--- config.mk ---
export PLATFORM = sky130hd
export DESIGN_NAME = display_scan_ctrl_flat
export DESIGN_NICKNAME = d
export VERILOG_FILES = /design/src/rtl/display_scan_if.sv /design/src/rtl/display_scan_ctrl.sv /design/src/flat_wrapper.sv
export SDC_FILE = /design/constraint.sdc
export NUM_CORES = 1
export LEC_CHECK = 0
export CAP_MARGIN = 40
export CORE_ASPECT_RATIO = 1.75
export CORE_MARGIN = 3
export CORE_UTILIZATION = 35
export DETAILED_ROUTE_END_ITERATION = 12
export SETUP_SLACK_MARGIN = 0.15
export SLEW_MARGIN = 25
export SYNTH_ARGS = -nofsm -noshare
export SYNTH_HDL_FRONTEND = slang
export SYNTH_SLANG_ARGS = --single-unit
--- constraint.sdc ---
create_clock -name clk -period 5.55 [get_ports clk]
set_clock_uncertainty 0.2 [all_clocks]
set_input_delay 1.11 -clock clk [delete_from_list [all_inputs] [get_ports clk]]
set_output_delay 1.11 -clock clk [all_outputs]
set_load 0.005 [all_outputs]
--- src/rtl/display_scan_if.sv ---
// rtl/display_scan_if.sv - control and output bundle of the 7-segment scan sequencer
interface display_scan_if;
  logic        en;
  logic [31:0] data;
  logic [7:0]  digit_mask;
  logic [2:0]  bright;
  logic [7:0]  anode;
  logic [2:0]  seg_sel;
  logic [3:0]  nibble;
  logic        frame_done;

  modport master (
    output en, data, digit_mask, bright,
    input  anode, seg_sel, nibble, frame_done
  );

  modport slave (
    input  en, data, digit_mask, bright,
    output anode, seg_sel, nibble, frame_done
  );
endinterface

--- src/rtl/display_scan_ctrl.sv ---
// rtl/display_scan_ctrl.sv - 8-digit 7-segment scan sequencer with mask, PWM and frame latch
// Optional leading-zero blanking is enabled by defining LEADING_ZERO_BLANK_EN.
module display_scan_ctrl #(
  parameter int TICK_DIV   = 100000,
  parameter int NUM_DIGITS = 8
) (
  input logic           clk,
  input logic           reset,
  display_scan_if.slave bus
);

  localparam int PW = $clog2(TICK_DIV);
  localparam int IW = $clog2(NUM_DIGITS);
  localparam logic [PW-1:0] LAST   = PW'(TICK_DIV - 1);
  localparam logic [PW:0]   EIGHTH = (PW+1)'(TICK_DIV / 8);

  typedef enum logic {IDLE, SCAN} state_t;

  state_t         state;
  logic [IW-1:0]  index;
  logic [PW-1:0]  prescaler;
  logic [31:0]    shadow;
  logic [2:0]     bright_q;
  logic           wrap_pend;
  logic [7:0]     blank;
  logic [PW:0]    on_limit;
  logic           tick;
  logic           lit;

  logic [7:0]     anode_q;
  logic [2:0]     seg_sel_q;
  logic [3:0]     nibble_q;
  logic           frame_done_q;

`ifdef LEADING_ZERO_BLANK_EN
  // Blank every digit above the highest nonzero nibble; digit 0 always shows.
  function automatic logic [7:0] lead_blank(input logic [31:0] d);
    logic [7:0] b;
    logic       seen;
    b    = '0;
    seen = 1'b0;
    for (int i = 7; i >= 1; i--) begin
      seen = seen | (d[4*i +: 4] != 4'h0);
      b[i] = ~seen;
    end
    return b;
  endfunction

  // shadow only changes at frame loads, so deriving blank from it matches a load-time capture
  assign blank = lead_blank(shadow);
`else
  assign blank = '0;
`endif

  assign tick     = (prescaler == LAST);
  assign on_limit = EIGHTH * ((PW+1)'(bright_q) + (PW+1)'(1));
  assign lit      = (state == SCAN) & bus.digit_mask[index] & ~blank[index]
                    & ({1'b0, prescaler} < on_limit);

  always_ff @(posedge clk or posedge reset) begin
    if (reset) begin
      state        <= IDLE;
      index        <= '0;
      prescaler    <= '0;
      shadow       <= '0;
      bright_q     <= '0;
      wrap_pend    <= 1'b0;
      anode_q      <= 8'hFF;
      seg_sel_q    <= 3'd0;
      nibble_q     <= 4'd0;
      frame_done_q <= 1'b0;
    end else begin
      anode_q      <= ~(8'(lit) << index);
      seg_sel_q    <= index;
      nibble_q     <= shadow[4*index +: 4];
      frame_done_q <= wrap_pend;
      wrap_pend    <= 1'b0;
      case (state)
        IDLE: begin
          index     <= '0;
          prescaler <= '0;
          if (bus.en) begin
            shadow   <= bus.data;
            bright_q <= bus.bright;
            state    <= SCAN;
          end
        end
        SCAN: begin
          if (!bus.en) begin
            state     <= IDLE;
            index     <= '0;
            prescaler <= '0;
          end else if (tick) begin
            prescaler <= '0;
            index     <= index - IW'(1);
            bright_q  <= bus.bright;
            // stepping 1->0 starts a frame; the pulse lines up with digit 0's first output cycle
            if (index == IW'(1)) begin
              shadow    <= bus.data;
              wrap_pend <= 1'b1;
            end
          end else begin
            prescaler <= prescaler + PW'(1);
          end
        end
        default: state <= IDLE;
      endcase
    end
  end

  assign bus.anode      = anode_q;
  assign bus.seg_sel    = seg_sel_q;
  assign bus.nibble     = nibble_q;
  assign bus.frame_done = frame_done_q;

endmodule
--- src/flat_wrapper.sv ---
// flat-port wrapper written by rule: the top's interface ports become plain ports
module display_scan_ctrl_flat 
#(
  parameter int TICK_DIV   = 100000,
  parameter int NUM_DIGITS = 8
)
  (clk, reset, bus_en, bus_data, bus_digit_mask, bus_bright, bus_anode, bus_seg_sel, bus_nibble, bus_frame_done);
  display_scan_if bus_i ();
  input logic clk;
  input logic reset;
  input wire logic [$bits(bus_i.en)-1:0] bus_en;
  input wire logic [$bits(bus_i.data)-1:0] bus_data;
  input wire logic [$bits(bus_i.digit_mask)-1:0] bus_digit_mask;
  input wire logic [$bits(bus_i.bright)-1:0] bus_bright;
  output wire logic [$bits(bus_i.anode)-1:0] bus_anode;
  output wire logic [$bits(bus_i.seg_sel)-1:0] bus_seg_sel;
  output wire logic [$bits(bus_i.nibble)-1:0] bus_nibble;
  output wire logic [$bits(bus_i.frame_done)-1:0] bus_frame_done;
  assign bus_i.en = bus_en;
  assign bus_i.data = bus_data;
  assign bus_i.digit_mask = bus_digit_mask;
  assign bus_i.bright = bus_bright;
  assign bus_anode = bus_i.anode;
  assign bus_seg_sel = bus_i.seg_sel;
  assign bus_nibble = bus_i.nibble;
  assign bus_frame_done = bus_i.frame_done;
  display_scan_ctrl #(.TICK_DIV(TICK_DIV), .NUM_DIGITS(NUM_DIGITS)) u_core (.clk(clk), .reset(reset), .bus(bus_i));
endmodule
==> results.md <==
- The number of different library cells used by synthesis comes to 43.
- Summed over all layers, the global routing overflow is 0.
- The routability congestion estimate is 0.831.
- The first global-routing pass estimated 15.2 mm of wire.
- The top-area cell type share of the netlist area is 40.9%.
- The reported max-cap violation count is 0.
- The total number of clock tree sinks is 73.
- Setup violations remaining at the end of the flow were counted as 0.
- The switching power is 411 uW.
- Static timing analysis puts the maximum clock frequency at 209 MHz.
- For this run, asynchronously set or reset flops after synthesis account for 100%.
- The routed wire length is 9.03 mm.
- In the final timing run, aggregate negative setup slack is 0 ns.
- Yosys instantiated no cell more often than dfrtp_1.
- The die extent in y is 147 um.
- The final worst-path cycle share is 86.3%.
- The number of clock buffers inserted by TritonCTS is 9.
- For the pin with the worst max-slew slack, the measured transition is 0.803 ns.
- Buffers placed on the I/O ports in this run total 61.
- The later pin in the worst-skew pair is clocked with a latency of 0.33 ns.
- The die width is 86.5 um.
- VDD sags by at most 0.247 mV.
- The global router's overall resource usage is 15.3%.
- Counting flops with a built-in enable in the synthesized netlist gives 0.
- The number of nets in the final layout is 481.
- The area growth from synthesis to final layout is 26.6%.
- The detailed-route via count is 2796.
- In the routed layout, each cell is associated on average with a via count of 5.23.
- The critical-path maximum fanout is 8.
- By area the synthesized netlist is led by dfrtp_1 41%, ha_1 11%, mux2_2 8.5%, dfstp_2 5.3%, mux4_2 4.5%.
- STA puts the critical path data arrival time at 4.80 ns.
- The flow ran to the end, and the final reports show no timing, DRC or antenna violations.
- The number of max-slew violations in the final report came to 0.
- For this configuration, the core starts out at a cell density of 36.5%.
- After detailed routing, the number of remaining DRC violations is 0.
- The largest total area in the synthesized netlist belongs to dfrtp_1.
- After layout, the design draws a total of 1.55 mW.
- The analysis attributes to cell leakage a power of 2.17 nW.
- The number of I/O pins is 62.
- The worst-case reg-to-reg path depth is 18.
- The mean instance size in the synthesized netlist is 11.9 sq um.
- The warning count from the yosys run is 0.
- Entering global routing, the biggest net connects 33 pins.
- For this block, the initial DRC count from the detailed router was 91.
- In this run the post-CTS setup repair buffer count came out at 0.
- The number of flip-flops and latches in the synthesized netlist is 73.
- The initialized floorplan defines 50 standard-cell rows.
- Dividing total power by cell area gives a power density of 309 mW/mm^2.
- Once detail routing completed, the nets flagged for antenna violations numbered 0.
- The cell sitting at the root of the clock tree is a clkbuf_16.
- In this run, the combinational gates consume 22.1% of the power.
- The clock passes through at most 2 buffers.
- Cells fill 46.2% of the core in the end.
- STA classifies the critical path startpoint as a flip-flop.
- The worst path needs 4.79 ns of the cycle, external delays included.
- STA classifies the critical path endpoint as a flip-flop.
- Gates resized during post-CTS repair numbered 0.
- The share of final-layout standard cells stronger than drive strength 1 is 17.3%.
- The clock tree from TritonCTS is built.
- The post-route cell area is 0.00503 sq mm.
- The number of nets in the synthesized netlist is 416.
- The instance area after placement is 0.00472 sq mm.
- Dividing the detail-routed wire length by the instance count gives 16.9 um.
- The sequential cell area in the final layout is 0.00184 sq mm.
- The internal cell power is 1.14 mW.
- The proportion of total power due to net switching is 26.5%.
- The number of global-route vias before repair came to 3092.
- The number of cells on the worst hold path is 0.
- The relative slew slack is 46.2%.
- The number of fill cells is 1038.
- The number of antenna diodes in the final layout is 0.
- The worst hold path belongs to the class flip-flop to flip-flop.
- The number of antenna violations at the first check in global routing is 0.
- The H-tree level count is 3.
- Summing the sequential cell areas from Yosys gives 46.2% of the chip area.
- Ranked by instance count, the synthesized netlist is headed by 65 x dfrtp_1, 35 x ha_1, 30 x mux2_2, 23 x nor2_1.
- The HPWL after detailed placement is 7.03 mm.
- The placeable core area is 0.0109 sq mm.
- Summing every instance area after synthesis gives 0.00397 sq mm.
- Synthesis produced a netlist whose cell count is 335.
- Sequential cells burn 38.6% of the power.
- STA puts the critical path data required time at 5.56 ns.
- For this run, the detailed router's first-pass iteration total came to 4.
- The worst setup path is of the flip-flop to flip-flop kind.
- Buffers inserted to repair hold after CTS numbered 0.
- The hold violation count in the final report is 0.
- The clock network fraction of total power is 39.3%.
- The die covers 0.0127 sq mm.
- The multi-input combinational cells in the finished layout cover a total of 0.00202 sq mm.
- After clock tree synthesis, the clock-pin slew on the worst setup and hold paths is 0.06 ns.
- Setup repair after global routing left no endpoint under its margin.
- The most used flip-flop cell after synthesis is dfrtp_1.
## critical path: stages, from the launching register on
cell and delay, ns:
dfrtp_1 0.46, inv_1 0.15, ha_1 0.39, ha_1 0.23, xnor2_1 0.13, ha_1 0.17, a21o_1 0.15, ha_1 0.32
a21oi_1 0.17, nor2b_1 0.08, a31o_2 0.27, o22ai_1 0.17, xor2_1 0.18, ha_1 0.26, and3_1 0.19, a221o_1 0.31
a21o_1 0.17, a21oi_1 0.48, o2111ai_1 0.20
## metal layers
| layer | up-vias | part of all wire (%) | GRT usage, % |
|---|---|---|---|
| met5 | - | 0 | 0 |
| met4 | 0 | 3.1 | 6.63 |
| met3 | 15 | 3.1 | 2.81 |
| met2 | 59 | 56 | 27.7 |
| met1 | 1379 | 38 | 16.9 |
| li1 | 1343 | - | - |
## per-stage QoR
step                      hold slack, ns  instances  setup WS [ns]
final                              0.146        535          0.760
after global routing               0.167        535          0.379
after CTS                          0.151        535          0.727
after detailed placement           0.141        519          0.753
after global placement             0.135        518          0.880
after floorplan                    0.131        335           1.24
## flip-flops by register name (all words and copies together) (netlist names)
name,cells
u_core.bus.nibble,4
u_core.bus.seg_sel,3
u_core.index,3
u_core.wrap_pend,1
u_core.shadow,32
u_core.bright_q,3
u_core.prescaler,17
u_core.bus.frame_done,1
u_core.state,1
u_core.bus.anode,8
## cell type report
cell class | count | share of cell area [%]
Clock inverter | 6 | 1.64
Inverter | 15 | 1.12
Sequential cell | 73 | 36.5
Clock buffer | 10 | 4.55
Timing Repair Buffer | 64 | 12.8
Tap cell | 130 | 3.23
Multi-Input combinational cell | 237 | 40.1
## path summary, 6_finish.rpt
path,start,end,slack (ns)
worst max-delay path,u_core.bright_q[0],u_core.bus.anode[5],0.76
worst min-delay path,u_core.wrap_pend,u_core.bus.frame_done,0.15
worst max register to register,u_core.bright_q[0],u_core.bus.anode[5],0.76
worst min register to register,u_core.wrap_pend,u_core.bus.frame_done,0.15
max in group asynchronous,reset,u_core.bus.anode[7],3.30
min in group asynchronous,reset,u_core.bus.seg_sel[2],0.88
## kinds of logic after synthesis
kind of cell / synth area share (%)
buffers and inverters: 3.02
flip-flops: 46.2
AND/OR/NAND/NOR: 10.8
multiplexers: 15.3
XOR/XNOR: 5.51
adder cells (fa/ha/maj): 11.0
AO/OA/AOI/OAI: 8.13
## power by group through the flow
stage / Clock [mW] / Combinational, mW / Sequential (mW)
finish: 0.611 / 0.343 / 0.600
global route: 0.645 / 0.391 / 0.605
CTS: 0.623 / 0.350 / 0.601
detailed placement: 0 / 0.348 / 0.609
global placement: 0 / 0.337 / 0.607
floorplan: 0 / 0.242 / 0.601
## cells in the final DEF, fill, tap and decap left out, types with 2 or more instances in the layout
| cell | count |
|---|---|
| and2_1 | 2 |
| inv_1 | 14 |
| buf_4 | 2 |
| xnor2_1 | 7 |
| dfstp_2 | 8 |
| and3_1 | 9 |
| ha_1 | 35 |
| clkinv_2 | 3 |
| or3_1 | 4 |
| dfrtp_1 | 65 |
| o211ai_1 | 2 |
| xor2_1 | 18 |
| bufinv_16 | 2 |
| clkdlybuf4s50_1 | 61 |
| nand2_1 | 18 |
| clkbuf_16 | 9 |
| and4_1 | 2 |
| nand3_1 | 7 |
| mux2_1 | 7 |
| o21ai_0 | 8 |
| mux4_2 | 8 |
| o2111ai_1 | 8 |
| a21o_1 | 5 |
| mux2_2 | 30 |
| nand4_1 | 6 |
| a31oi_1 | 2 |
| nor3_1 | 5 |
| a21oi_1 | 16 |
| nor2_1 | 23 |
Power figures use the tool's default switching activity.
